## config.mk

```make
export PLATFORM = sky130hd
export DESIGN_NAME = mem_2p_arb_ctrl
export DESIGN_NICKNAME = d
export VERILOG_FILES = /design/src/rtl/mem_2p_ctrl_pkg.sv /design/src/rtl/mem_2p_pwr_fsm.sv /design/src/rtl/mem_2p_arb_ctrl.sv
export SDC_FILE = /design/constraint.sdc
export NUM_CORES = 1
export LEC_CHECK = 0
export ABC_CLOCK_PERIOD_IN_PS = 4700
export CORE_AREA = 2 2 104 106
export DETAILED_ROUTE_END_ITERATION = 8
export DIE_AREA = 0 0 106 108
export GPL_TIMING_DRIVEN = 1
export REMOVE_ABC_BUFFERS = 1
export SYNTH_ARGS = -nofsm -noshare
export SYNTH_HDL_FRONTEND = slang
export SYNTH_HIERARCHICAL = 1
export SYNTH_SLANG_ARGS = --single-unit
```

## constraint.sdc

```tcl
create_clock -name clk -period 4.7 [get_ports clk]
set_input_delay 0.94 -clock clk [delete_from_list [all_inputs] [get_ports clk]]
set_output_delay 0.94 -clock clk [all_outputs]
set_load 0.01 [all_outputs]
```

## src/rtl/mem_2p_ctrl_pkg.sv

```systemverilog
`default_nettype none
// +-----------------------------------------------------------------------+
// | mem_2p_ctrl_pkg : shared power-state codes for the 2-port SRAM ctrl   |
// | Revision 1.0                                                          |
// +-----------------------------------------------------------------------+
package mem_2p_ctrl_pkg;

  typedef enum logic [2:0] {
    PWR_ACTIVE = 3'd0,
    PWR_LS     = 3'd1,
    PWR_DS     = 3'd2,
    PWR_SD     = 3'd3,
    PWR_WAKE   = 3'd4
  } pwr_state_e;

endpackage
`default_nettype wire

```

## src/rtl/mem_2p_pwr_fsm.sv

```systemverilog
`default_nettype none
// +-----------------------------------------------------------------------+
// | mem_2p_pwr_fsm : idle/wake counters and ls/ds/sd pin sequencing       |
// | Revision 1.0                                                          |
// +-----------------------------------------------------------------------+
module mem_2p_pwr_fsm
  import mem_2p_ctrl_pkg::*;
#(
  parameter int LS_IDLE = 8,
  parameter int DS_IDLE = 64,
  parameter int DS_WAKE = 4
) (
  input  logic       clk,
  input  logic       arst_n,
  input  logic       i_any_req,
  input  logic       i_sd_req,
  output pwr_state_e o_state,
  output logic       o_ls,
  output logic       o_ds,
  output logic       o_sd,
  output logic       o_mem_lost
);

  localparam int IW = $clog2(((LS_IDLE > DS_IDLE) ? LS_IDLE : DS_IDLE) + 1);
  localparam int WW = $clog2(DS_WAKE + 1);
  localparam logic [IW-1:0] C_LS_LAST   = IW'(LS_IDLE - 1);
  localparam logic [IW-1:0] C_DS_LAST   = IW'(DS_IDLE - 1);
  localparam logic [IW-1:0] C_IDLE_ONE  = IW'(1);
  localparam logic [WW-1:0] C_WAKE_INIT = WW'(DS_WAKE);
  localparam logic [WW-1:0] C_WAKE_ONE  = WW'(1);

  pwr_state_e    r_state;
  logic [IW-1:0] r_idle_cnt;
  logic [WW-1:0] r_wake_cnt;
  logic          r_ls, r_ds, r_sd, r_mem_lost;

  always_ff @(posedge clk or negedge arst_n) begin
    if (!arst_n) begin
      r_state    <= PWR_ACTIVE;
      r_idle_cnt <= '0;
      r_wake_cnt <= '0;
      r_ls       <= 1'b0;
      r_ds       <= 1'b0;
      r_sd       <= 1'b0;
      r_mem_lost <= 1'b0;
    end else begin
      r_mem_lost <= 1'b0;
      case (r_state)
        PWR_ACTIVE: begin
          // SD only on a request-free cycle so the macro never sees me=1 at entry
          if (i_sd_req && !i_any_req) begin
            r_state    <= PWR_SD;
            r_sd       <= 1'b1;
            r_idle_cnt <= '0;
          end else if (i_any_req) begin
            r_idle_cnt <= '0;
          end else if (r_idle_cnt == C_LS_LAST) begin
            r_state    <= PWR_LS;
            r_ls       <= 1'b1;
            r_idle_cnt <= '0;
          end else begin
            r_idle_cnt <= r_idle_cnt + C_IDLE_ONE;
          end
        end
        PWR_LS: begin
          if (i_sd_req) begin
            r_state <= PWR_SD;
            r_ls    <= 1'b0;
            r_sd    <= 1'b1;
          end else if (i_any_req) begin
            r_state    <= PWR_WAKE;
            r_ls       <= 1'b0;
            r_wake_cnt <= C_WAKE_ONE;
          end else if (r_idle_cnt == C_DS_LAST) begin
            r_state    <= PWR_DS;
            r_ls       <= 1'b0;
            r_ds       <= 1'b1;
            r_idle_cnt <= '0;
          end else begin
            r_idle_cnt <= r_idle_cnt + C_IDLE_ONE;
          end
        end
        PWR_DS: begin
          if (i_sd_req) begin
            r_state <= PWR_SD;
            r_ds    <= 1'b0;
            r_sd    <= 1'b1;
          end else if (i_any_req) begin
            r_state    <= PWR_WAKE;
            r_ds       <= 1'b0;
            r_wake_cnt <= C_WAKE_INIT;
          end
        end
        PWR_SD: begin
          if (!i_sd_req) begin
            r_state    <= PWR_WAKE;
            r_sd       <= 1'b0;
            r_wake_cnt <= C_WAKE_INIT;
            r_mem_lost <= 1'b1;
          end
        end
        PWR_WAKE: begin
          r_wake_cnt <= r_wake_cnt - C_WAKE_ONE;
          if (r_wake_cnt == C_WAKE_ONE) begin
            r_state    <= PWR_ACTIVE;
            r_idle_cnt <= '0;
          end
        end
        default: begin
          r_state <= PWR_ACTIVE;
          r_ls    <= 1'b0;
          r_ds    <= 1'b0;
          r_sd    <= 1'b0;
        end
      endcase
    end
  end

  assign o_state    = r_state;
  assign o_ls       = r_ls;
  assign o_ds       = r_ds;
  assign o_sd       = r_sd;
  assign o_mem_lost = r_mem_lost;

endmodule
`default_nettype wire

```

## src/rtl/mem_2p_arb_ctrl.sv

```systemverilog
`default_nettype none
// +-----------------------------------------------------------------------+
// | mem_2p_arb_ctrl : contention arbiter + power sequencer for a 2p SRAM  |
// | Revision 1.0                                                          |
// +-----------------------------------------------------------------------+
module mem_2p_arb_ctrl
  import mem_2p_ctrl_pkg::*;
#(
  parameter int AW      = 5,
  parameter int DW      = 8,
  parameter int LS_IDLE = 8,
  parameter int DS_IDLE = 64,
  parameter int DS_WAKE = 4
) (
  input  logic          clk,
  input  logic          arst_n,
  input  logic          c0_req,
  input  logic          c0_we,
  input  logic [AW-1:0] c0_addr,
  input  logic [DW-1:0] c0_wdata,
  input  logic [DW-1:0] c0_wmask,
  output logic          c0_gnt,
  output logic          c0_rvalid,
  output logic [DW-1:0] c0_rdata,
  input  logic          c1_req,
  input  logic          c1_we,
  input  logic [AW-1:0] c1_addr,
  input  logic [DW-1:0] c1_wdata,
  input  logic [DW-1:0] c1_wmask,
  output logic          c1_gnt,
  output logic          c1_rvalid,
  output logic [DW-1:0] c1_rdata,
  input  logic          sd_req,
  output logic          mem_lost,
  output logic [2:0]    pwr_state,
  output logic          mea,
  output logic          rwa,
  output logic [AW-1:0] wadra,
  output logic [AW-1:0] radra,
  output logic [DW-1:0] da,
  output logic [DW-1:0] wma,
  output logic          meb,
  output logic          rwb,
  output logic [AW-1:0] wadrb,
  output logic [AW-1:0] radrb,
  output logic [DW-1:0] db,
  output logic [DW-1:0] wmb,
  input  logic [DW-1:0] qa,
  input  logic [DW-1:0] qb,
  output logic          ls,
  output logic          ds,
  output logic          sd
);

  pwr_state_e    w_state;
  logic          w_active, w_any_req, w_conflict;
  logic          r_rr_ptr, r_rvalid0, r_rvalid1;
  logic          r_rwa, r_rwb;
  logic [AW-1:0] r_adra, r_adrb;
  logic [DW-1:0] r_da, r_db, r_wma, r_wmb;

  mem_2p_pwr_fsm #(
    .LS_IDLE (LS_IDLE),
    .DS_IDLE (DS_IDLE),
    .DS_WAKE (DS_WAKE)
  ) u_pwr_fsm (
    .clk        (clk),
    .arst_n     (arst_n),
    .i_any_req  (w_any_req),
    .i_sd_req   (sd_req),
    .o_state    (w_state),
    .o_ls       (ls),
    .o_ds       (ds),
    .o_sd       (sd),
    .o_mem_lost (mem_lost)
  );

  assign w_active   = (w_state == PWR_ACTIVE);
  assign w_any_req  = c0_req | c1_req;
  // Masked writes still conflict: the mask is not inspected on purpose
  assign w_conflict = c0_req & c1_req & (c0_addr == c1_addr) & (c0_we | c1_we);
  assign c0_gnt     = w_active & c0_req & (~w_conflict | ~r_rr_ptr);
  assign c1_gnt     = w_active & c1_req & (~w_conflict |  r_rr_ptr);

  always_ff @(posedge clk or negedge arst_n) begin
    if (!arst_n) begin
      r_rr_ptr  <= 1'b0;
      r_rvalid0 <= 1'b0;
      r_rvalid1 <= 1'b0;
      r_rwa     <= 1'b0;
      r_rwb     <= 1'b0;
      r_adra    <= '0;
      r_adrb    <= '0;
      r_da      <= '0;
      r_db      <= '0;
      r_wma     <= '0;
      r_wmb     <= '0;
    end else begin
      r_rr_ptr  <= r_rr_ptr ^ (w_active & w_conflict);
      r_rvalid0 <= c0_gnt & ~c0_we;
      r_rvalid1 <= c1_gnt & ~c1_we;
      if (c0_gnt) begin
        r_rwa  <= c0_we;
        r_adra <= c0_addr;
        r_da   <= c0_wdata;
        r_wma  <= c0_wmask;
      end
      if (c1_gnt) begin
        r_rwb  <= c1_we;
        r_adrb <= c1_addr;
        r_db   <= c1_wdata;
        r_wmb  <= c1_wmask;
      end
    end
  end

  // Idle ports replay the last access so the macro pins do not toggle
  assign mea   = c0_gnt;
  assign rwa   = c0_gnt ? c0_we    : r_rwa;
  assign wadra = c0_gnt ? c0_addr  : r_adra;
  assign radra = wadra;
  assign da    = c0_gnt ? c0_wdata : r_da;
  assign wma   = c0_gnt ? c0_wmask : r_wma;

  assign meb   = c1_gnt;
  assign rwb   = c1_gnt ? c1_we    : r_rwb;
  assign wadrb = c1_gnt ? c1_addr  : r_adrb;
  assign radrb = wadrb;
  assign db    = c1_gnt ? c1_wdata : r_db;
  assign wmb   = c1_gnt ? c1_wmask : r_wmb;

  assign c0_rvalid = r_rvalid0;
  assign c1_rvalid = r_rvalid1;
  assign c0_rdata  = qa;
  assign c1_rdata  = qb;
  assign pwr_state = w_state;

endmodule
`default_nettype wire

```

== After elaboration in Yosys (flattened, before gate mapping) ==
Index checks and enable logic that the tools add are counted.

* Reduce and logical (&&, ||, !) cells: 14
* $add $sub $neg: 2
* Multiplexer cells: 50
* Equal/unequal tests: 25
* Bitwise operators: 22

{| class="wikitable"
|+ Operators by type and width
! operator !! number
|-
| two-way mux 7 bit || 7
|-
| two-way mux 3 bit || 13
|-
| two-way mux 8 bit || 4
|-
| one-hot mux 7 bit (3 select lines) || 1
|-
| two-way mux 1 bit || 18
|-
| one-hot mux 3 bit (5 select lines) || 1
|-
| inequality test 2 x 1 -> 1 bit (second input constant) || 7
|-
| inequality test 2 bit (second input constant) || 6
|-
| one-hot mux 3 bit (4 select lines) || 1
|-
| AND reduction 6 bit || 2
|-
| AND 1 bit || 10
|-
| two-way mux 5 bit || 2
|-
| AND reduction 5 bit || 2
|-
| AND reduction 4 bit || 2
|-
| adder 7 x 1 -> 7 bit (second input constant) || 1
|-
| equality test 7 x 3 -> 1 bit (second input constant) || 1
|-
| equality test 7 x 6 -> 1 bit (second input constant) || 1
|-
| inverter 1 bit || 7
|-
| equality test 3 x 1 -> 1 bit (second input constant) || 2
|-
| equality test 3 x 2 -> 1 bit (second input constant) || 2
|-
| one-hot mux 1 bit (3 select lines) || 2
|-
| OR reduction 3 bit || 2
|-
| equality test 5 bit || 1
|-
| inequality test 4 x 2 -> 1 bit (second input constant) || 1
|-
| 14 further kinds || 17
|}

* Bits of input ports: 65
* Output and inout bits: 83
* Register bits after elaboration: 64

== Depth between registers and ports, before layout ==
* Word-level depth: 7
* Mapped depth: 7
* Gate-level depth less buffers: 6

== Hierarchy ==
Netlist, hierarchy kept.

{| class="wikitable"
|+ By module, submodules not included
! module !! cells an instance !! instances !! area an instance (um2) !! sequential area each (um2)
|-
| mem_2p_arb_ctrl || 144 || 1 || 2179.6 || 1176.1
|-
| mem_2p_pwr_fsm || 133 || 1 || 1171.1 || 425.4
|}

== Worst setup path after synthesis ==
Ideal clock, no wire load.

* Kind: input port to output port
* Start point: input port c0_addr[2]
* End point: output port wadrb[0]
* Path buffers: 3
* Path slack: 1.362 ns
* Stages: 7
* Arrival time: 2.398 ns
* Cell sequence: xor2_1 > nor4_4 > a31o_1 > buf_6 > buf_12 > mux2_4 > buf_4

* Longest elaborated chain between the ends: 7

{| class="wikitable"
|+ RTL lines
! what !! RTL line !! text
|-
| start: declaration || mem_2p_arb_ctrl.sv:19 || <nowiki>input logic [AW-1:0] c0_addr,</nowiki>
|-
| equality test 5 bit || mem_2p_arb_ctrl.sv:81 || <nowiki>assign w_conflict = c0_req & c1_req & (c0_addr == c1_addr) & (c0_we | c1_we);</nowiki>
|-
| AND 1 bit (2 in a row) || mem_2p_arb_ctrl.sv:81 ||
|-
| inverter 1 bit || mem_2p_arb_ctrl.sv:83 || <nowiki>assign c1_gnt = w_active & c1_req & (~w_conflict | r_rr_ptr);</nowiki>
|-
| bitwise OR 1 bit || mem_2p_arb_ctrl.sv:83 ||
|-
| AND 1 bit || mem_2p_arb_ctrl.sv:83 ||
|-
| two-way mux 5 bit || -- ||
|-
| end: declaration || mem_2p_arb_ctrl.sv:44 || <nowiki>output logic [AW-1:0] wadrb,</nowiki>
|}

Every way passes these cells.

== Worst setup path in the final report ==
* Start point: input port c0_req
* End point: output port rwb

* Longest elaborated chain between the ends: 7

{| class="wikitable"
|+ RTL lines
! what !! RTL line !! text
|-
| start: declaration || mem_2p_arb_ctrl.sv:17 || <nowiki>input logic c0_req,</nowiki>
|-
| AND 1 bit (3 in a row) || mem_2p_arb_ctrl.sv:81 ||
|-
| inverter 1 bit || mem_2p_arb_ctrl.sv:83 ||
|-
| bitwise OR 1 bit || mem_2p_arb_ctrl.sv:83 ||
|-
| AND 1 bit || mem_2p_arb_ctrl.sv:83 ||
|-
| two-way mux 1 bit || -- ||
|-
| end: declaration || mem_2p_arb_ctrl.sv:43 || <nowiki>output logic rwb,</nowiki>
|}

Every way passes these cells.

==> impl_metrics.json <==
{
  "synth-edff-count": 0,
  "critPathSlowestCell": "clkdlybuf4s50_1",
  "antenna_cells": 0,
  "outcome": "finished clean",
  "ys_seq_area_share_pct": 47.8,
  "cts_hold_buf": 0,
  "ys_warn_count": 6,
  "cts_tree": "built",
  "worstMarginPinSlew_ns": 0.784,
  "ant_nets": 0,
  "cts_root_buf": "clkbuf_8",
  "htreeDepth": 3,
  "maxCapViolations": 0,
  "initial_core_util_pct": 32.8,
  "layout.nets": 434,
  "hold_depth": 1,
  "crit_path_start_kind": "input pin",
  "drtIter0Drc": 88,
  "ioPinCount": 148,
  "drt_first_pass_iters": 4,
  "synth_top_area_share_pct": 47.8,
  "overflow": 0,
  "crit_top_cell": "clkdlybuf4s50_1",
  "worstHoldStart": "r_db[3]$_DFF_PN0_",
  "slew_headroom_pct": 47.7,
  "vias": 2465,
  "r2r-end": "r_adra[2]$_DFF_PN0_",
  "core-area_sq_mm": 0.0102,
  "hold_viol": 0,
  "min_to": "r_db[3]$_DFF_PN0_",
  "drt-vias-per-instance": 4.86,
  "syn_area_sq_mm": 0.00335,
  "p_leak_nw": 1.91,
  "die_h_um": 108,
  "final_core_util_pct": 44.7,
  "wl_um": 8210,
  "combPwrFrac_pct": 55.4,
  "dieArea_sq_mm": 0.0114,
  "r2r_start": "u_pwr_fsm/o_state[2]$_DFFE_PN0P_",
  "r2r_slack_ns": 2.49,
  "async_reset_ff_share_pct": 100,
  "synthCells": 277,
  "cts_buffer_depth": 2,
  "ys_types": 52,
  "wire_per_inst_um": 16.2,
  "fin_crit_ns": 4.27,
  "min_path_type": "flop to flop",
  "power.density_mw_per_mm2": 673,
  "grt_setup_unrepaired": "no",
  "cts_made_buffers": 9,
  "ir_drop_mv": 0.403,
  "crit_chain": "clkdlybuf4s50_1 > o211ai_1 > nor4_4 > a31o_1 > buf_12 > mux2_2 > clkdlybuf4s50_1",
  "clkLatencyLatePin_ns": 0.34,
  "drc": 0,
  "synth_top_area_cell": "dfrtp_1",
  "fmax_mhz": 234,
  "pwr-share-clk_pct": 15.9,
  "place_area_sq_mm": 0.00437,
  "synth_area_leaders": "dfrtp_1 (48%), mux2_2 (8.7%), mux2_4 (8.1%)",
  "whs_ns": 0.494,
  "n_fill_cell": 978,
  "cts.reportedPaths.clkPinSlew_ns": 0.07,
  "drive_above_1_share_pct": 20.2,
  "critPathMaxStageDelay_ns": 0.54,
  "io_buffers": 115,
  "grt_pass1_vias": 2685,
  "grt_max_degree": 35,
  "chipWidth_um": 106,
  "p_int_mw": 2.03,
  "gp_congestion": 0.779,
  "end_kind": "output pin",
  "pwr-share-seq_pct": 28.7,
  "p_switching_mw": 1.05,
  "synthToLayoutAreaGrowth_pct": 36.6,
  "cts.sinks": 64,
  "synth-seq-cells": 64,
  "p_sw_share_pct": 34.0,
  "synth_most_common_cell": "dfrtp_1",
  "cp_data_required_time_ns": 3.76,
  "grt_first_pass_wirelength_um": 13600,
  "slew_viol_final": 0,
  "cts.repair.resized": 0,
  "setup_viol_count_final": 0,
  "fp-row-count": 37,
  "setup_tns_ns": 0,
  "crit_arrival_ns": 3.33,
  "syn_avg_cell_area_sq_um": 12.1,
  "grt_usage_pct": 15.2,
  "synth-main-ff-cell": "dfrtp_1",
  "crit_path_max_fanout": 24,
  "post_cts_buffers": 0,
  "timing.final.crit_share_pct": 90.9,
  "final_area_sq_mm": 0.00458,
  "dp_hpwl_um": 5850,
  "r2r_cells": 5,
  "path_class": "input pin to output pin",
  "antenna_found_initial": 0,
  "fin_skew_ns": 0.00958,
  "multi_input_area_sq_mm": 0.00135,
  "netlist_top_cells_count": "dfrtp_1 (64), buf_4 (29), mux2_2 (26)",
  "regArea_sq_mm": 0.00160
}
-- power groups by stage --
stage | Sequential, mW | Clock (mW) | Combinational, mW
2_1_floorplan | 0.903 | 0 | 0.845
3_3_place_gp | 0.888 | 0 | 1.71
3_5_place_dp | 0.895 | 0 | 1.71
4_1_cts | 0.888 | 0.514 | 1.73
5_1_grt | 0.914 | 0.544 | 1.85
6_report | 0.884 | 0.490 | 1.71
-- placed cells by master, fill, tap and decap left out, drive strengths merged, types with 2 or more instances in the layout --
cell and n:
a2111oi 3, a21oi 7, a2bb2oi 3, a311oi 2, a31o 2, a31oi 6
a41oi 2, and3 2, buf 6, clkbuf 11, clkdlybuf4s50 114, clkinv 2
clkinvlp 2, dfrtp 64, ha 3, inv 14, mux2 44, nand2 11
nand3 6, nor2 12, nor2b 4, nor3 4, nor4 2, o21ai 13
o31ai 2, o32ai 2, or2 2, or3 2, xor2 5
-- routing by layer --
metal / track usage, % / part of all wire, % / up-vias / wire length, um
met5: 0 / 0 / - / 0
met4: 5.92 / 1.5 / 0 / 125
met3: 7.78 / 11 / 10 / 914
met2: 23.0 / 45 / 122 / 3730
met1: 18.6 / 42 / 1200 / 3440
li1: - / - / 1133 / -
-- state kept, by name, summed over array words and instances (netlist names), 3 cells and up --
register / flops
r_wma: 8
r_db: 8
u_pwr_fsm/o_state: 3
r_adrb: 5
r_da: 8
r_adra: 5
u_pwr_fsm/r_wake_cnt: 3
u_pwr_fsm/r_idle_cnt: 7
r_wmb: 8
-- worst max-delay path: cells and delay by family --
family | cells | cell delay [ns]
multiplexers | 1 | 0.37
AND/OR/NAND/NOR | 1 | 0.34
buffers and inverters | 3 | 1.25
AO/OA/AOI/OAI | 2 | 0.42
-- per-stage QoR --
stage               setup WS, ns  instances  power (mW)
floorplan                  0.895        235        1.75
global placement           0.423        491        2.59
detailed placement         0.416        491        2.61
CTS                        0.399        507        3.13
global route               0.301        507        3.30
finish                     0.426        507        3.08
-- cells by family (layout without fill, tap and decap cells) --
logic type	after synthesis	count (layout)	share of synthesized area (%)
mux	44	44	16.8
xor+xnor	6	6	1.57
compound gates	52	52	11.8
flops	64	64	47.8
buf+inv	56	150	11.9
simple gates	51	51	8.70
fa+ha+maj	4	4	1.42
-- final cells by class --
type / count / share of cell area (%)
Multi-Input combinational cell: 157 / 29.5
Clock buffer: 11 / 3.31
Sequential cell: 64 / 35.0
Tap cell: 136 / 3.72
Timing Repair Buffer: 120 / 26.1
Inverter: 14 / 1.15
Clock inverter: 5 / 1.20
-- how the worst max path moves through the flow --
stage / start / endpoint / depth (start not counted)
after floorplan: c0_addr[2] / radrb[4] / 4
after global routing: c1_req / rwb / 7
final: c0_req / rwb / 7
after CTS: c1_we / radrb[4] / 7
after detailed placement: c0_req / rwb / 7
after global placement: c0_req / rwb / 7
No activity file was read; power rests on OpenSTA's default activity.
